File: src/rtl/fifo_stream_adapter_if.sv
// Read-side FIFO port plus downstream valid/ready stream seen by fifo_stream_adapter.
// master = adapter side, slave = FIFO/consumer side.
interface fifo_stream_adapter_if #(
  parameter int DATA_WIDTH = 32,
  parameter int CNT_WIDTH  = 16
);
  logic                  fifo_empty;
  logic                  fifo_rd_en;
  logic [DATA_WIDTH-1:0] fifo_dout;
  logic [DATA_WIDTH-1:0] out_data;
  logic                  out_valid;
  logic                  out_ready;
  logic [CNT_WIDTH-1:0]  flit_count;

  modport master (
    input  fifo_empty, fifo_dout, out_ready,
    output fifo_rd_en, out_data, out_valid, flit_count
  );

  modport slave (
    output fifo_empty, fifo_dout, out_ready,
    input  fifo_rd_en, out_data, out_valid, flit_count
  );
endinterface

File: src/rtl/fifo_stream_adapter.sv
// Absorbs the attached FIFO's one-cycle read latency into a 2-entry queue and
// presents flits on a bubble-free valid/ready stream, counting completed transfers.
module fifo_stream_adapter #(
  parameter int DATA_WIDTH = 32,
  parameter int CNT_WIDTH  = 16
) (
  input  logic                 clk,
  input  logic                 rst_n,
  fifo_stream_adapter_if.master bus
);
  logic [DATA_WIDTH-1:0] q_q [2];
  logic                  hd_q, hd_d;
  logic                  tl_q, tl_d;
  logic                  inflight_q, inflight_d;
  logic [1:0]            cnt_q, cnt_d;
  logic [CNT_WIDTH-1:0]  flit_count_q, flit_count_d;

  logic       pop;
  logic [2:0] level_after;
  logic       rd_en;

  assign pop = (cnt_q != 2'd0) & bus.out_ready;

  // Occupancy the queue will hold once this cycle's capture and pop settle;
  // a new read is only safe if it still leaves room for its data next cycle.
  assign level_after = {1'b0, cnt_q} + {2'b00, inflight_q} - {2'b00, pop};
  assign rd_en       = rst_n & ~bus.fifo_empty & (level_after < 3'd2);

  always_comb begin
    inflight_d   = rd_en;
    tl_d         = inflight_q ? ~tl_q : tl_q;
    hd_d         = pop ? ~hd_q : hd_q;
    cnt_d        = level_after[1:0];
    flit_count_d = pop ? flit_count_q + CNT_WIDTH'(1) : flit_count_q;
  end

  always_ff @(posedge clk or negedge rst_n) begin
    if (!rst_n) begin
      hd_q         <= 1'b0;
      tl_q         <= 1'b0;
      inflight_q   <= 1'b0;
      cnt_q        <= 2'd0;
      flit_count_q <= '0;
    end else begin
      hd_q         <= hd_d;
      tl_q         <= tl_d;
      inflight_q   <= inflight_d;
      cnt_q        <= cnt_d;
      flit_count_q <= flit_count_d;
    end
  end

  // Queue storage needs no reset: out_valid gates every entry.
  for (genvar gi = 0; gi < 2; gi++) begin : g_entry
    always_ff @(posedge clk) begin
      if (inflight_q && (tl_q == 1'(gi))) begin
        q_q[gi] <= bus.fifo_dout;
      end
    end
  end

  assign bus.fifo_rd_en = rd_en;
  assign bus.out_valid  = (cnt_q != 2'd0);
  assign bus.out_data   = q_q[hd_q];
  assign bus.flit_count = flit_count_q;

`ifdef debug
  always_ff @(posedge clk) begin
    if (rst_n && (({1'b0, cnt_q} + {2'b00, inflight_q}) > 3'd2)) begin
      $display("fifo_stream_adapter: occupancy overflow cnt=%0d inflight=%0d", cnt_q, inflight_q);
    end
  end
`endif
endmodule

File: src/flat_wrapper.sv
// flat-port wrapper written by rule: the top's interface ports become plain ports
module fifo_stream_adapter_flat 
#(
  parameter int DATA_WIDTH = 32,
  parameter int CNT_WIDTH  = 16
)
  (clk, rst_n, bus_fifo_empty, bus_fifo_dout, bus_out_ready, bus_fifo_rd_en, bus_out_data, bus_out_valid, bus_flit_count);
  fifo_stream_adapter_if #(.DATA_WIDTH(DATA_WIDTH), .CNT_WIDTH(CNT_WIDTH)) bus_i ();
  input  logic clk;
  input  logic rst_n;
  input wire logic [$bits(bus_i.fifo_empty)-1:0] bus_fifo_empty;
  input wire logic [$bits(bus_i.fifo_dout)-1:0] bus_fifo_dout;
  input wire logic [$bits(bus_i.out_ready)-1:0] bus_out_ready;
  output wire logic [$bits(bus_i.fifo_rd_en)-1:0] bus_fifo_rd_en;
  output wire logic [$bits(bus_i.out_data)-1:0] bus_out_data;
  output wire logic [$bits(bus_i.out_valid)-1:0] bus_out_valid;
  output wire logic [$bits(bus_i.flit_count)-1:0] bus_flit_count;
  assign bus_i.fifo_empty = bus_fifo_empty;
  assign bus_i.fifo_dout = bus_fifo_dout;
  assign bus_i.out_ready = bus_out_ready;
  assign bus_fifo_rd_en = bus_i.fifo_rd_en;
  assign bus_out_data = bus_i.out_data;
  assign bus_out_valid = bus_i.out_valid;
  assign bus_flit_count = bus_i.flit_count;
  fifo_stream_adapter #(.DATA_WIDTH(DATA_WIDTH), .CNT_WIDTH(CNT_WIDTH)) u_core (.clk(clk), .rst_n(rst_n), .bus(bus_i));
endmodule
File: config.mk
export PLATFORM = sky130hd
export DESIGN_NAME = fifo_stream_adapter_flat
export DESIGN_NICKNAME = d
export VERILOG_FILES = /design/src/rtl/fifo_stream_adapter_if.sv /design/src/rtl/fifo_stream_adapter.sv /design/src/flat_wrapper.sv
export SDC_FILE = /design/constraint.sdc
export NUM_CORES = 1
export LEC_CHECK = 0
export CAP_MARGIN = 10
export CORE_MARGIN = 5
export CORE_UTILIZATION = 40
export DETAILED_ROUTE_END_ITERATION = 6
export PLACE_DENSITY = 0.76
export SLEW_MARGIN = 15
export SYNTH_ARGS = -nofsm -noshare
export SYNTH_HDL_FRONTEND = slang
export SYNTH_SLANG_ARGS = --single-unit
export TNS_END_PERCENT = 1
File: constraint.sdc
create_clock -name clk -period 3.3 [get_ports clk]
set_input_delay 0.66 -clock clk [delete_from_list [all_inputs] [get_ports clk]]
set_output_delay 0.66 -clock clk [all_outputs]
set_load 0.005 [all_outputs]
==> flow_summary_export.csv <==
group,metric,value,unit
status,status,"completed",
floorplan,die_area,0.0102,mm^2
placed_design,gp_congestion,0.764,
global_routing,antenna_found_initial,0,
pwr,power.leakage,1.65,nW
setup_path,slowest_delay,0.37,ns
finish,diodes,0,
pwr,p_per_area,730,mW/mm^2
yosys,syn_inst,181,
detailed_routing,ant_nets,0,
yosys,synth_edf_count,64,
global_routing,grt_pass1_vias,2020,
detailed_routing,vias,1825,
hold_path,hold_path_class,"flop to flop",
sta,fin_crit_sh,0.967,
floorplan,io_pins,86,
clock_tree,clk_latency,0.34,ns
floorplan,die_h,101,um
setup_path,arrival,2.53,ns
sta,fmax,313,MHz
sta,post-route-min-period,3.19,ns
setup_path,timing.rr.start,"u_core.cnt_q[0]",
sta,drv_slew,0,
hold_path,min_from,"u_core.bus.flit_count[15]",
sta,hold_viol_final,0,
yosys,ys_warn_count,0,
detailed_routing,finalWirelength,6260,um
clock_tree,numCtsBuffers,9,
setup_path,r2r_end,"u_core.inflight_q",
finish,final_util,0.559,
setup_path,required,2.64,ns
yosys,synth_flop_cell,"edfxtp_1",
setup_path,rr_worst_depth,8,
finish,layout_common_cells,"clkdlybuf4s50_1, edfxtp_1, mux2_2",
clock_tree,h-tree-depth,3,
floorplan,initial_utilization,0.406,
setup_path,worstSetupStartpointType,"input port",
finish,fillers,631,
floorplan,die_w,101,um
floorplan,coreArea,0.00813,mm^2
finish,area_delta_synth_final,37.7,%
setup_path,cpMostUsedCell,"ha_1",
clock_tree,cts_sinks,85,
placed_design,io_buffer_count,85,
yosys,syn_area,0.00330,mm^2
placed_design,dp_hpwl,4300,um
placed_design,post-place-ws,-0.583,ns
sta,rsz0062_at_grt,"no",
hold_path,whs_endpoint,"u_core.bus.flit_count[15]",
detailed_routing,drc,0,
finish,fin_nets,320,
global_routing,grt_pass1_wl,9960,um
setup_path,cp_slowest_cell,"fa_1",
detailed_routing,drt_iter0_markers,28,
sta,relSlewSlack,0.379,
setup_path,cp_top_family,"adder cells",
clock_tree,cts_hold_buf,0,
setup_path,critPathMaxFanout,2,
global_routing,grt_max_degree,33,
yosys,avgSynthCellArea,18.2,um^2
finish,layout_commonest_cell,"clkdlybuf4s50_1",
yosys,synth.distinct_cells,29,
sta,worst_pin_slew,0.929,ns
run,maxCapViolCount,0,
global_routing,gr-total-overflow,0,
setup_path,critPathBufInv,4,
detailed_routing,firstDrtPassIters,4,
clock_tree,cts_tree,"yes",
yosys,ys_seq_elements,85,
detailed_routing,via_per_inst,4.68,
detailed_routing,routedWlPerCell,16.0,um
setup_path,crit_chain,"dlygate4sd2_1 > o21ai_4 > inv_2 > ha_1 > inv_1 > ha_1 > fa_1 > xnor2_1 > nor4b_2 > buf_2",
sta,fin_skew,0.0117,ns
setup_path,setup.worst_path.class,"input port to primary output",
sta,finalSetupViolCount,0,
setup_path,rrSetupSlack,1.23,ns
clock_tree,clockBufferDepth,2,
yosys,async_reset_ff_frac,0.247,
setup_path,crit_path_end_kind,"primary output",
sta,worst_slack,0.108,ns
clock_tree,clkTransAtPathRegs,0.09,ns
global_routing,grt_usage,0.129,
finish,drive_gt1_frac,0.235,
yosys,syn-num-nets,221,
clock_tree,clockRootBuffer,"clkbuf_8",
pwr,ir_drop,427,uV
setup_path,path_depth,10,
yosys,yosysSeqAreaShare,0.741,
floorplan,num_rows,33,
hold_path,min_path_cells,1,
cell families (layout without fill, tap and decap cells):
| logic type | after synthesis | count (layout) | share of synthesized area |
|---|---|---|---|
| and+or+nand+nor | 30 | 30 | 0.0633 |
| muxes | 32 | 32 | 0.109 |
| buffers and inverters | 10 | 114 | 0.0125 |
| AOI/OAI and AO/OA | 2 | 2 | 0.00872 |
| xor gates and xnor gates | 18 | 18 | 0.0477 |
| adders and majority gates | 4 | 4 | 0.0174 |
| DFF | 85 | 85 | 0.741 |
repair_timing:
action                                  CTS  global route
resized for setup                         6             0
endpoints found under the setup margin    1             0
setup buffers                             0             0
report_power, final:
part           switching [mW]  internal [mW]
Clock                   0.369          0.429
Combinational           0.413          0.630
Sequential              0.128           1.35
Total                   0.910           2.41
worst max-delay path by stage:
stage	start	end	slack, ns
floorplan	bus_out_ready	bus_fifo_rd_en	0.48
global placement	bus_out_ready	bus_fifo_rd_en	-0.51
detailed placement	bus_out_ready	bus_fifo_rd_en	-0.58
CTS	bus_out_ready	bus_fifo_rd_en	0.08
global route	bus_out_ready	bus_fifo_rd_en	0.006
finish	bus_out_ready	bus_fifo_rd_en	0.11
area by class of cell:
cell class	count	area (um^2)	area share
well taps	105	131	0.0289
clock inverters	7	96.3	0.0212
inverters	6	22.5	0.00495
repair buffers	92	897	0.197
clock buffers	9	124	0.0273
multi-input cells	86	827	0.182
flip-flops and latches	85	2450	0.538
synth_stat cells (all sizes together) (5+ instances only):
cell,count,area (um^2)
nand2,9,33.8
inv,6,22.5
xor2,6,52.6
mux2,32,360
edfxtp,64,1920
dfrtp,21,526
nand3,5,42.5
xnor2,12,105
registers in the layout, indices dropped and copies added (netlist names):
register / cells
u_core.inflight_q: 1
u_core.bus.flit_count: 16
u_core.cnt_q: 2
u_core.tl_q: 1
u_core.hd_q: 1
u_core.q_q: 64
metal layers:
metal,vias up,part of all wire,GRT usage
met5,-,0,0
met4,0,0.012,0.0528
met3,8,0.076,0.0401
met2,65,0.48,0.214
met1,890,0.43,0.157
li1,862,-,-
per-stage QoR:
stage / std cells / area, um^2 / hold slack [ns] / total power [mW] / setup TNS, ns
floorplan: 181 / 3300 / 0.364 / 1.98 / 0
global placement: 374 / 4330 / 0.462 / 2.53 / -0.514
detailed placement: 374 / 4330 / 0.468 / 2.56 / -0.583
CTS: 390 / 4550 / 0.481 / 3.36 / 0
global route: 390 / 4550 / 0.501 / 3.49 / 0
finish: 390 / 4550 / 0.477 / 3.32 / 0
Power figures use the tool's default switching activity.
